**config.mk**
```make
export PLATFORM = sky130hd
export DESIGN_NAME = pito_prog_loader
export DESIGN_NICKNAME = d
export VERILOG_FILES = /design/src/rtl/pito_pkg.sv /design/src/rtl/pito_loader_wdog.sv /design/src/rtl/pito_prog_loader.sv
export SDC_FILE = /design/constraint.sdc
export NUM_CORES = 1
export LEC_CHECK = 0
export BUFFER_PORTS_ARGS = -buffer_cell sky130_fd_sc_hd__buf_2
export CAP_MARGIN = 20
export CORE_MARGIN = 3
export CORE_UTILIZATION = 50
export CTS_BUF_LIST = sky130_fd_sc_hd__clkbuf_8
export DETAILED_ROUTE_END_ITERATION = 12
export PLACE_DENSITY = 0.71
export RECOVER_POWER = 25
export SETUP_SLACK_MARGIN = 0.1
export SYNTH_ARGS = -nofsm -noshare
export SYNTH_HDL_FRONTEND = slang
export SYNTH_SLANG_ARGS = --single-unit
```
**constraint.sdc**
```tcl
create_clock -name clk -period 8.4 [get_ports clk]
set_clock_uncertainty 0.05 [all_clocks]
set_input_delay 0.84 -clock clk [delete_from_list [all_inputs] [get_ports clk]]
set_output_delay 0.84 -clock clk [all_outputs]
set_load 0.05 [all_outputs]
```
**src/rtl/pito_pkg.sv**
```systemverilog
// -----------------------------------------------------------------------------
// pito_pkg
// Shared types and header layout for the pito program loader.
//   loader_op_e  : command opcode carried in header bits [31:30]
//   loader_err_e : value reported on the loader's err_code output
//   HDR_*        : header bit-field positions
//   hdr_op/cnt   : header field extraction helpers
// -----------------------------------------------------------------------------
package pito_pkg;

    typedef enum logic [1:0] {
        LD_IMEM = 2'b00,
        LD_DMEM = 2'b01,
        START   = 2'b10,
        ILLEGAL = 2'b11
    } loader_op_e;

    typedef enum logic [1:0] {
        ERR_NONE    = 2'd0,
        ERR_RANGE   = 2'd1,
        ERR_FORMAT  = 2'd2,
        ERR_TIMEOUT = 2'd3
    } loader_err_e;

    localparam int HDR_OP_HI  = 31;
    localparam int HDR_OP_LO  = 30;
    localparam int HDR_CNT_HI = 15;
    localparam int HDR_CNT_LO = 0;
    localparam int HDR_CNT_W  = HDR_CNT_HI - HDR_CNT_LO + 1;

    function automatic loader_op_e hdr_op(input logic [31:0] w);
        return loader_op_e'(w[HDR_OP_HI:HDR_OP_LO]);
    endfunction

    function automatic logic [HDR_CNT_W-1:0] hdr_cnt(input logic [31:0] w);
        return w[HDR_CNT_HI:HDR_CNT_LO];
    endfunction

endpackage

```
**src/rtl/pito_loader_wdog.sv**
```systemverilog
// -----------------------------------------------------------------------------
// pito_loader_wdog
// Loadable down-counter used as the RUN-phase watchdog.
//   clk, rst_n : clock, synchronous active-low reset
//   load       : load load_val into the counter (has priority over en)
//   load_val   : start value; 0 keeps the counter idle, i.e. never expires
//   en         : count down one step this cycle (saturates at 0)
//   expired    : high while the counter sits on its final step
// -----------------------------------------------------------------------------
module pito_loader_wdog #(
    parameter int W = 20
) (
    input  logic         clk,
    input  logic         rst_n,
    input  logic         load,
    input  logic [W-1:0] load_val,
    input  logic         en,
    output logic         expired
);

    logic [W-1:0] cnt;

    always_ff @(posedge clk) begin
        // NOTE: non-blocking assignments on all state so every register samples pre-edge values.
        if (!rst_n) begin
            cnt <= '0;
        end else if (load) begin
            cnt <= load_val;
        end else if (en && cnt != '0) begin
            cnt <= cnt - W'(1);
        end
    end

    // Loaded with T, the counter reads 1 on the T-th enabled cycle.
    assign expired = (cnt == W'(1));

endmodule

```
**src/rtl/pito_prog_loader.sv**
```systemverilog
// -----------------------------------------------------------------------------
// pito_prog_loader
// Command-stream loader in front of pito_soc: writes program images into
// instruction/data memory, then runs the core under a watchdog.
//   clk, rst_n        : clock, synchronous active-low reset
//   s_data/s_valid/
//   s_last/s_ready    : 32-bit command stream (valid/ready)
//   wr_en/wr_dmem/
//   wr_addr/wr_data   : registered memory write port (0 = imem, 1 = dmem)
//   core_rst_n        : core reset, released only while running
//   core_done         : core finished (level, only looked at while running)
//   busy              : loader not idle
//   done              : one-cycle pulse when a run ends on core_done
//   err/err_code      : sticky error flag and cause (pito_pkg::loader_err_e)
// -----------------------------------------------------------------------------
module pito_prog_loader
    import pito_pkg::*;
#(
    parameter int DATA_W      = 32,
    parameter int IMEM_DEPTH  = 4096,
    parameter int DMEM_DEPTH  = 4096,
    parameter int TIMEOUT_CYC = 1000000,
    localparam int AW = $clog2((IMEM_DEPTH > DMEM_DEPTH) ? IMEM_DEPTH : DMEM_DEPTH)
) (
    input  logic              clk,
    input  logic              rst_n,
    input  logic [DATA_W-1:0] s_data,
    input  logic              s_valid,
    input  logic              s_last,
    output logic              s_ready,
    output logic              wr_en,
    output logic              wr_dmem,
    output logic [AW-1:0]     wr_addr,
    output logic [DATA_W-1:0] wr_data,
    output logic              core_rst_n,
    input  logic              core_done,
    output logic              busy,
    output logic              done,
    output logic              err,
    output logic [1:0]        err_code
);

    localparam int WD_W = (TIMEOUT_CYC < 2) ? 1 : $clog2(TIMEOUT_CYC + 1);
    localparam logic [DATA_W:0] IMEM_LIM = (DATA_W + 1)'(IMEM_DEPTH);
    localparam logic [DATA_W:0] DMEM_LIM = (DATA_W + 1)'(DMEM_DEPTH);

    typedef enum logic [2:0] {S_IDLE, S_ADDR, S_DATA, S_DRAIN, S_RUN, S_ERR} state_e;

    state_e                 state, state_n;
    logic                   dmem_sel;   // target of the load in progress
    logic [HDR_CNT_W-1:0]   rem;        // words still expected in DATA/DRAIN
    logic [AW-1:0]          cur_addr;   // address of the next DATA word
    logic                   accept;
    loader_op_e             op;
    logic [DATA_W:0]        end_addr;
    logic                   range_bad;
    logic                   wd_expired;

    logic        ld_hdr, ld_addr, wr_go, cnt_dec, run_go, fin_ok, err_set, err_clr;
    loader_err_e err_code_n;

    assign accept = s_valid & s_ready;
    assign op     = hdr_op(s_data[31:0]);

    // One bit wider than the stream, so base + N cannot wrap past the limit.
    assign end_addr  = {1'b0, s_data} + (DATA_W + 1)'(rem);
    assign range_bad = end_addr > (dmem_sel ? DMEM_LIM : IMEM_LIM);

    assign busy       = (state != S_IDLE);
    assign core_rst_n = (state == S_RUN);

    pito_loader_wdog #(.W(WD_W)) u_wdog (
        .clk      (clk),
        .rst_n    (rst_n),
        .load     (run_go),
        .load_val (WD_W'(TIMEOUT_CYC)),
        .en       (state == S_RUN),
        .expired  (wd_expired)
    );

    always_ff @(posedge clk) begin
        if (!rst_n) state <= S_IDLE;
        else        state <= state_n;
    end

    always_comb begin
        // NOTE: every signal assigned here gets a default first, so no latch is inferred.
        state_n    = state;
        ld_hdr     = 1'b0;
        ld_addr    = 1'b0;
        wr_go      = 1'b0;
        cnt_dec    = 1'b0;
        run_go     = 1'b0;
        fin_ok     = 1'b0;
        err_set    = 1'b0;
        err_clr    = 1'b0;
        err_code_n = ERR_NONE;
        unique case (state)
            S_IDLE: if (accept) begin
                err_clr = 1'b1;
                unique case (op)
                    LD_IMEM, LD_DMEM: begin
                        ld_hdr = 1'b1;
                        if (s_last) begin
                            state_n = S_ERR; err_set = 1'b1; err_code_n = ERR_FORMAT;
                        end else begin
                            state_n = S_ADDR;
                        end
                    end
                    START: begin
                        state_n = S_RUN;
                        run_go  = 1'b1;
                    end
                    default: begin
                        state_n = S_ERR; err_set = 1'b1; err_code_n = ERR_FORMAT;
                    end
                endcase
            end
            S_ADDR: if (accept) begin
                if (s_last) begin
                    state_n = S_ERR; err_set = 1'b1; err_code_n = ERR_FORMAT;
                end else if (range_bad) begin
                    err_set    = 1'b1;
                    err_code_n = ERR_RANGE;
                    state_n    = (rem == '0) ? S_IDLE : S_DRAIN;
                end else begin
                    ld_addr = 1'b1;
                    state_n = (rem == '0) ? S_IDLE : S_DATA;
                end
            end
            S_DATA, S_DRAIN: if (accept) begin
                // s_last is only legal on the final word; a missing one is tolerated.
                if (s_last && rem != HDR_CNT_W'(1)) begin
                    state_n = S_ERR; err_set = 1'b1; err_code_n = ERR_FORMAT;
                end else begin
                    wr_go   = (state == S_DATA);
                    cnt_dec = 1'b1;
                    if (rem == HDR_CNT_W'(1)) state_n = S_IDLE;
                end
            end
            S_RUN: begin
                // core_done is checked first so it wins a tie with the watchdog.
                if (core_done) begin
                    state_n = S_IDLE; fin_ok = 1'b1;
                end else if (wd_expired) begin
                    state_n = S_ERR; err_set = 1'b1; err_code_n = ERR_TIMEOUT;
                end
            end
            S_ERR:   state_n = S_IDLE;
            default: state_n = S_IDLE;
        endcase
    end

    always_ff @(posedge clk) begin
        if (!rst_n) begin
            s_ready  <= 1'b0;
            wr_en    <= 1'b0;
            wr_dmem  <= 1'b0;
            wr_addr  <= '0;
            wr_data  <= '0;
            done     <= 1'b0;
            err      <= 1'b0;
            err_code <= ERR_NONE;
            dmem_sel <= 1'b0;
            rem      <= '0;
            cur_addr <= '0;
        end else begin
            s_ready <= state_n inside {S_IDLE, S_ADDR, S_DATA, S_DRAIN};
            wr_en   <= wr_go;
            done    <= fin_ok;
            if (ld_hdr) begin
                dmem_sel <= (op == LD_DMEM);
                rem      <= hdr_cnt(s_data[31:0]);
            end
            if (cnt_dec) rem <= rem - HDR_CNT_W'(1);
            if (ld_addr) cur_addr <= s_data[AW-1:0];
            if (wr_go) begin
                wr_dmem  <= dmem_sel;
                wr_addr  <= cur_addr;
                wr_data  <= s_data;
                cur_addr <= cur_addr + AW'(1);
            end
            // A new header clears the flag unless that same header is itself an error.
            if (err_set) begin
                err      <= 1'b1;
                err_code <= err_code_n;
            end else if (err_clr) begin
                err      <= 1'b0;
                err_code <= ERR_NONE;
            end
        end
    end

endmodule

```
Word level (Yosys, flattened, before mapping)
Index checks and enable logic that the tools add are counted.
Widths: inputs -> output; s select.
{ "op_classes": {"add_sub_neg": 4, "mul": 0, "div_mod_pow": 0, "order_cmp": 1, "eq_ne": 12, "n_shift": 0, "mux": 65, "bitwise": 2, "n_reduce_logical": 17} }
{ "op_table": {"columns": ["op", "count"], "rows": [
  ["$mux 20", 2],
  ["$add 32x16->33", 1],
  ["$gt 33x13->1 const B", 1],
  ["$mux 16", 2],
  ["$mux 1", 31],
  ["$mux 3", 9],
  ["$mux 2", 13],
  ["$mux 12", 2],
  ["$eq 20x1->1 const B", 1],
  ["$reduce_bool 20->1", 1],
  ["$sub 20x1->20 const B", 1],
  ["$eq 16x1->1 const B", 1],
  ["$logic_not 16->1", 1],
  ["$ne 16x1->1 const B", 1],
  ["$sub 16x1->16 const B", 1],
  ["$add 12x1->12 const B", 1],
  ["$eq 3x2->1 const B", 4],
  ["$pmux 3 s4", 1],
  ["$pmux 2 s4", 1],
  ["$reduce_bool 2->1", 4],
  ["$eq 3x1->1 const B", 2],
  ["$logic_not 3->1", 2],
  ["$pmux 3 s2", 1],
  ["$reduce_or 2->1", 3],
  ["other kinds (13)", 14]
]} }
{ "word_totals": {"reg_bits": 103, "latch_bits": 0, "ram_bits": 0, "rom_bits": 0, "in_bits": 37, "output_inout_bits": 53, "n_memories": 0} }

Depth between registers and ports, before layout
Gate-level depths: netlist of the first run.
{ "logic_depth": {"word_depth": 8, "mapped_depth": 12, "mapped_depth_nobuf": 11} }

Modules after synthesis
From an unflattened synthesis of the first run, not the netlist that was laid out.
{ "hier_totals": {"cells_unflattened": 893, "hier_area_um2": 6675.2} }
{ "modules_own_cells": {"columns": ["module", "instances", "cells_each", "area_per_inst_um2"], "rows": [
  ["pito_prog_loader", 1, 753, 5492.8],
  ["pito_loader_wdog", 1, 140, 1182.4]
]} }

Least setup slack after synthesis of the first run
OpenSTA, ideal clock, no wires.
{ "synth_timing": {"path_kind": "input to register", "start": "input port s_data[0]", "end": "register cur_addr[10]", "t_arrival_ps": 3639, "setup_slack_ps": 4591, "cell_stages": 12, "n_path_buf": 1, "cell_sequence": "ha_1 fa_1 a21oi_1 nand4b_1 nand2_1 xor2_1 or4_1 o31ai_1 and3b_1 clkbuf_1 a31oi_1 o31a_1"} }
{ "synth_via": {"elab_chain_cells": 7} }
{ "synth_rtl": {"columns": ["item", "line_no", "rtl"], "rows": [
  ["start, declared", "pito_prog_loader.sv:27", "input logic [DATA_W-1:0] s_data,"],
  ["$add 32x16->33", "pito_prog_loader.sv:66", "assign end_addr = {1'b0, s_data} + (DATA_W + 1)'(rem);"],
  ["$gt 33x13->1", "pito_prog_loader.sv:67", "assign range_bad = end_addr > (dmem_sel ? DMEM_LIM : IMEM_LIM);"],
  ["$mux 1", "pito_prog_loader.sv:122", "end else if (range_bad) begin"],
  ["$mux 1", "pito_prog_loader.sv:120", "if (s_last) begin"],
  ["$mux 1", "pito_prog_loader.sv:119", "S_ADDR: if (accept) begin"],
  ["$mux 1", "pito_prog_loader.sv:98", "unique case (state)"],
  ["$reduce_bool 2->1 (no source line)", null, null],
  ["end signal, assigned", "pito_prog_loader.sv:176", "if (ld_addr) cur_addr <= s_data[AW-1:0];"],
  ["end signal, assigned", "pito_prog_loader.sv:181", "cur_addr <= cur_addr + AW'(1);"],
  ["end, declared", "pito_prog_loader.sv:52", "logic [AW-1:0] cur_addr;"]
]} }
No other way between the ends.
A chain may end at the register's enable or synchronous reset.

Final worst setup path of the first run
{ "layout_timing": {"start": "input port s_data[15]", "end": "register cur_addr[1]"} }
Same word-level chain as after synthesis.

==> metrics.md, run 1 <==
| Metric | Value |
|---|---|
| Complex-gate fraction of the synthesized area | 24.5% |
| Main combinational cell family by area after synthesis | simple AND/OR/NAND/NOR gates |
| Vias in the first global route | 5686 |
| Mux cell area share after synthesis | less than 1% |
| Wire per inst | between 15 and 20 µm |
| Crit path kind | in -> reg |
| Fraction of layout cells with a size suffix above 1 | between 10% and 20% |
| Unrepaired setup endpoints after global routing | no |
| Final cell count without fillers | 1089 |
| First-pass DRT Iterations | 5 |
| Leak | between 2 and 3 nW |
| Top_reg_cell synth | dfxtp_1 |
| Design area | 7030 µm² |
| Post-synthesis instance total | 866 |
| Final hold violation count | 0 |
| Row count | 40 |
| Final hold slack | 0.408 ns |
| Top Ports | 90 |
| Die height | 119 µm |
| Share of the synthesized area in the top cell type | between 30 and 40% |
| Worst-margin pin slew | ~0.72 ns |
| Cell Area, Placed | 6850 µm² |
| Synth warn | 0 |
| Mean post-synth cell area | 7.38 µm² |
| Synth Area in Adders | 4.42% |
| Final setup fails | 0 |
| Fillers | around 1200 |
| Post-synth ARST share | 0% |
| Starting density of the core | 52.1% |
| Reg clk slew, reported paths | about 0.1 ns |
| Routability cong. | slightly above 0.9 |
| VDD IR max | 111 µV |
| Area grow syn2layout | 9.96% |
| Port bufs | 89 |
| CTS tree | built |
| EDFF count, synth | 0 |
| Crit-path max FO | 9 |
| Initial DRC Count | 580 |
| Die width | 119 µm |
| Worst hold path class | reg -> reg |
| Post-DP HPWL | ~13 mm |
| Post-Route WL | 17.6 mm |
| Commonest non-fill, non-tap cell in the layout | nand2_1 |
| Initial antenna violation count | 0 |
| Seq/Total Area, Yosys | 32.3% |
| Fmax | 238 MHz |
| Max Cap Viol | 0 |
| Post-cts sizing count | 0 |
| CTS Sinks | roughly 100 |
| Nets | 975 |
| Syn nets | between 900 and 1000 |
| Area leader, netlist | dfxtp_1 |
| Critical Path Start Type | input pin |
| Hold buffer count at CTS | 0 |
| Synth Area in Simple Gates | 29.1% |
| Max_slew headroom | 52.1% |
| Routed Antenna Nets | 0 |
| CTS Buf Count | 9 |
| CTS HTree Levels | 3 |
| Outcome | finished, final reports clean |
| DRC | 0 |
| Most frequent cells in the layout | nand2_1 (165), a21oi_1 (118), dfxtp_1 (103) |
| Die ar. | 14200 µm² |
| Period utilization | 50.0% |
| Core Area | 12300 µm² |
| Post-Synthesis Cell Area | 6390 µm² |
| PD cells | 154 nW/µm² |
| Total number of vias | 6420 |
| Root buffer cell | clkbuf_8 |
| Total GRT Usage | 24.3% |
| Clock insertion delay at the later pin of the skew report | 0.37 ns |
| Worst setup margin | 4.20 ns |
| Setup crit end kind | register |
| Pre-CTS setup slack | about 3.9 ns |
| Final core occ | 57.3% |
| Clock tree buffer depth | 2 |
| First-pass GRT wire length | 28.9 mm |
| Placed cell count | approximately 1100 |
| Ant diodes | 0 |
| CP arrival | around 4.4 ns |
| Largest net degree at the start of global routing | 43 |
| Overflow after GRT | 0 |
| Power Total | roughly 1.1 mW |
| Tmin final | 4.20 ns |
| Slew Limit Fails | 0 |
| Post-synth cell types | a little under 70 |
| Synth Register Bits | 103 |
| WP data required | 8.59 ns |
| Vias/cell | between 5 and 6 |
| Leading post-synthesis cells by cell area | dfxtp_1 (32%), nand2_1 (9.7%), a21oi_1 (9.2%) |
| Xor/xnor share of the synthesized area | 3.97% |
| Final setup TNS | 0 ns |
| Postcts setup bufs | 0 |
==> synthesized netlist by cell type (all sizes together) (2+ instances only) <==
library cell  instances
dfxtp               103
o31a                 10
nand4                17
a221oi                6
o22ai                 3
nand2b                5
and2                  4
ha                   21
and3                  7
or2                  11
or4                   6
o211ai               14
o41ai                 2
xnor2                16
nand3                22
o21ai                32
xor2                 13
o31ai                 6
nor3                 23
or3                  23
a21boi                4
o21a                  8
a2111oi               2
a211oi                9
mux2i                 4
clkbuf               46
a21oi               118
o2111ai               2
nand3b                3
a22oi                 2
nor3b                 2
and4                 13
a31oi                13
inv                  17
o311ai                8
a211o                 2
a21o                  3
nor2                 63
nor2b                 3
nand2               166
nor4                 13
buf                   9
==> registers in the layout, summed over array words and instances, names as in the netlist, 2 cells and up <==
signal and flops:
cur_addr 12, err_code 2, rem 16, state 3, u_wdog.cnt 20, wr_addr 12
wr_data 32
==> power breakdown <==
part           internal, mW  leakage (nW)  switching, mW
combinational        0.0722          1.57          0.132
clock                 0.178         0.119          0.178
sequential            0.505         0.832         0.0167
total                 0.755          2.52          0.326
==> metal layers <==
metal,global-route usage (%),up-vias,part of all wire (%)
met5,0,-,0
met4,6.37,0,1.8
met3,4.32,22,6.3
met2,36.3,217,43
met1,36.1,2945,49
li1,-,3236,-
==> final timing paths <==
path,start,endpoint,slack [ns],cells after the start
min reg2reg,wr_addr[5]$_SDFFE_PN0P_,wr_addr[5]$_SDFFE_PN0P_,0.41,2
max,s_data[15],cur_addr[1]$_SDFFE_PN0P_,4.20,11
max reg2reg,rem[0]$_SDFFE_PN0P_,cur_addr[8]$_SDFFE_PN0P_,4.44,11
min,wr_addr[5]$_SDFFE_PN0P_,wr_addr[5]$_SDFFE_PN0P_,0.41,2
==> layout make-up <==
cell class / count / area [µm²] / share of cell area, %
clock inverters: 6 / 90.1 / 1.28
clock buffers: 10 / 138 / 1.96
repair buffers: 94 / 435 / 6.19
well taps: 168 / 210 / 2.99
multi-input cells: 691 / 4030 / 57.3
inverters: 17 / 63.8 / 0.908
flip-flops and latches: 103 / 2060 / 29.3
==> critical path: stages <==
cell and delay [ns]:
buf_2 0.12, ha_1 0.41, a21oi_1 0.42, o21ai_0 0.35, a21oi_1 0.35, a21oi_1 0.11, a2111oi_0 0.53, o2111ai_1 0.26
or4_4 0.52, o311ai_0 0.36, a31oi_1 0.13
==> cell families after synthesis <==
kind of cell | count (synthesis)
muxes | 5
buffers and inverters | 72
xor gates and xnor gates | 29
AOI/OAI and AO/OA | 251
DFF | 103
and+or+nand+nor | 384
adders and majority gates | 22
No activity file was read; power rests on OpenSTA's default activity.
==> inputs of run 2 (changes only) <==
==> constraint.sdc (replaced) <==
create_clock -name clk -period 3.89 [get_ports clk]
set_clock_uncertainty 0.05 [all_clocks]
set_input_delay 0.389 -clock clk [delete_from_list [all_inputs] [get_ports clk]]
set_output_delay 0.389 -clock clk [all_outputs]
set_load 0.05 [all_outputs]
==> metrics.md, run 2 (synthesis results as in run 1) <==
| Metric | Value |
|---|---|
| Outcome | finished, final reports clean |
| Clock insertion delay at the later pin of the skew report | 0.39 ns (+0.02 ns) |
| Overflow after GRT | 0 (unchanged) |
| Largest net degree at the start of global routing | 53 (+23%) |
| Reg with most FFs | wr_data |
| Post-Route WL | 18.2 mm (+3.6%) |
| CP arrival | 3.84 ns (-0.55 ns) |
| First-pass DRT Iterations | 6 (+1) |
| Max Cap Viol | 0 (unchanged) |
| Area grow syn2layout | 12.8% |
| Top Ports | 90 (unchanged) |
| Fraction of layout cells with a size suffix above 1 | 12.6% (+2.3 points) |
| Unrepaired setup endpoints after global routing | no |
| Initial DRC Count | 581 (+0.17%) |
| Total GRT Usage | 24.8% (+0.46 points) |
| Cell Area, Placed | 6960 µm² (+1.7%) |
| Crit-path max FO | 6 (-3) |
| Row count | 40 (unchanged) |
| Core Area | 12300 µm² (unchanged) |
| Die height | 119 µm (unchanged) |
| Initial antenna violation count | 0 (unchanged) |
| Vias in the first global route | 5662 (-0.42%) |
| CP max stage cell | or4_4 |
| Delay-heaviest family, CP | compound AO/OA/AOI/OAI gates |
| Commonest non-fill, non-tap cell in the layout | nand2_1 |
| Wire per inst | 16.5 µm (+2.2%) |
| Design area | 7210 µm² (+2.6%) |
| Worst setup margin | 0.233 ns (-3.97 ns) |
| Final setup fails | 0 (unchanged) |
| Reg-to-reg slack, setup | 0.23 ns (-4.21 ns) |
| Cell mode on critical path | a21oi_1 |
| Reg clk slew, reported paths | 0.10 ns (about the same) |
| Max_slew headroom | 35.6% (-16 points) |
| Root buffer cell | clkbuf_8 |
| Top flop regs | wr_data: 32 flops, u_wdog.cnt: 20 flops, rem: 16 flops |
| First-pass GRT wire length | 29.0 mm (+0.31%) |
| DRC | 0 (unchanged) |
| Slew Limit Fails | 0 (unchanged) |
| Post-DP HPWL | 13.1 mm (+2.6%) |
| CTS tree | built |
| Routability cong. | 0.896 (-2.6%) |
| Die ar. | 14200 µm² (unchanged) |
| VDD IR max | 258 µV (+130%) |
| Vias/cell | 5.91 (+0.29%) |
| Final hold violation count | 0 (unchanged) |
| Port bufs | 89 (unchanged) |
| Period utilization | around 94% |
| Crit path cell chain | ha_1 -> a211oi_1 -> o211ai_1 -> a21oi_1 -> a21oi_1 -> o21a_1 -> o311a_1 -> or4_4 -> o311ai_0 -> a31oi_1 |
| Starting density of the core | 52.1% (unchanged) |
| Tmin final | 3.66 ns |
| Fmax | 273 MHz |
| CTS Sinks | 103 (unchanged) |
| CTS HTree Levels | 3 (unchanged) |
| Routed Antenna Nets | 0 (unchanged) |
| Pre-CTS setup slack | 0.0992 ns (-3.76 ns) |
| Setup crit end kind | register |
| Nets | 990 (+1.5%) |
| Die width | 119 µm (unchanged) |
| Largest stage delay, worst path | 0.59 ns (+0.06 ns) |
| CP bufs+invs | 0 (-1) |
| Crit path kind | reg -> reg |
| Clock tree buffer depth | 2 (unchanged) |
| CTS Buf Count | 9 (unchanged) |
| Leak | 2.60 nW (+3.1%) |
| Critical Path Start Type | register |
| Worst-margin pin slew | 0.965 ns (+0.247 ns) |
| Max reg flops | 32 (unchanged) |
| Final setup TNS | 0 ns (unchanged) |
| Total number of vias | 6527 (+1.7%) |
| WP data required | 4.07 ns (-4.52 ns) |
| Worst hold path class | in -> reg |
| Most frequent cells in the layout | nand2_1 (165), a21oi_1 (116), dfxtp_1 (103) |
| Hold buffer count at CTS | 0 (unchanged) |
| PD cells | 329 nW/µm² (+110%) |
| Ant diodes | 0 (unchanged) |
-- run 2: final timing paths --
| path | to | cells past startpoint | start |
|---|---|---|---|
| setup / recovery | cur_addr[1]$_SDFFE_PN0P_ | 10 | rem[1]$_SDFFE_PN0P_ |
| hold / removal | done$_SDFF_PN0_ | 2 | core_done |
| setup reg to reg | cur_addr[1]$_SDFFE_PN0P_ | 10 | rem[1]$_SDFFE_PN0P_ |
| hold reg to reg | wr_addr[4]$_SDFFE_PN0P_ | 2 | wr_addr[4]$_SDFFE_PN0P_ |
-- run 2: timing repair --
action	in CTS	in global routing
gates resized for setup	0	11
setup endpoints to repair	0	14
setup buffers	0	3
-- run 2: area by class of cell --
cell class                 instances  area [µm²]
multi-input combinational        691        4060
sequential                       103        2060
inverter                          17        63.8
tap                              168         210
clock inverter                     4        76.3
fill                            1203        5050
clock buffer                      12         165
timing repair buffer             109         573
-- run 2: routing by layer --
metal | GRT usage (%) | wire [µm] | part of all wire (%)
met5 | 0 | 0 | 0
met4 | 5.58 | 212 | 1.2
met3 | 5.27 | 1310 | 7.2
met2 | 37.4 | 8090 | 44
met1 | 36.3 | 8570 | 47
-- run 2: worst reg2reg max path, delay by kind of cell (launching register included) --
family / cells / cell delay, ns
AOI/OAI and AO/OA: 8 / 2.10
adders and majority gates: 1 / 0.29
DFF: 1 / 0.47
and+or+nand+nor: 1 / 0.59
-- run 2: where the power goes --
part	internal [mW]	total, mW	switching [mW]	leakage [nW]
logic	0.165	0.453	0.288	1.65
registers	1.09	1.13	0.0355	0.832
clock network	0.416	0.797	0.381	0.119
-- run 2: per-stage QoR --
stage	total power [mW]	cells	hold WS (ns)	utilization (%)
after floorplan	1.47	866	0.382	-
after global placement	1.59	1085	0.390	56.8
after detailed placement	1.59	1085	0.393	56.8
after CTS	2.39	1101	0.179	58.8
after global routing	2.49	1104	0.186	58.8
final	2.38	1104	0.201	58.8
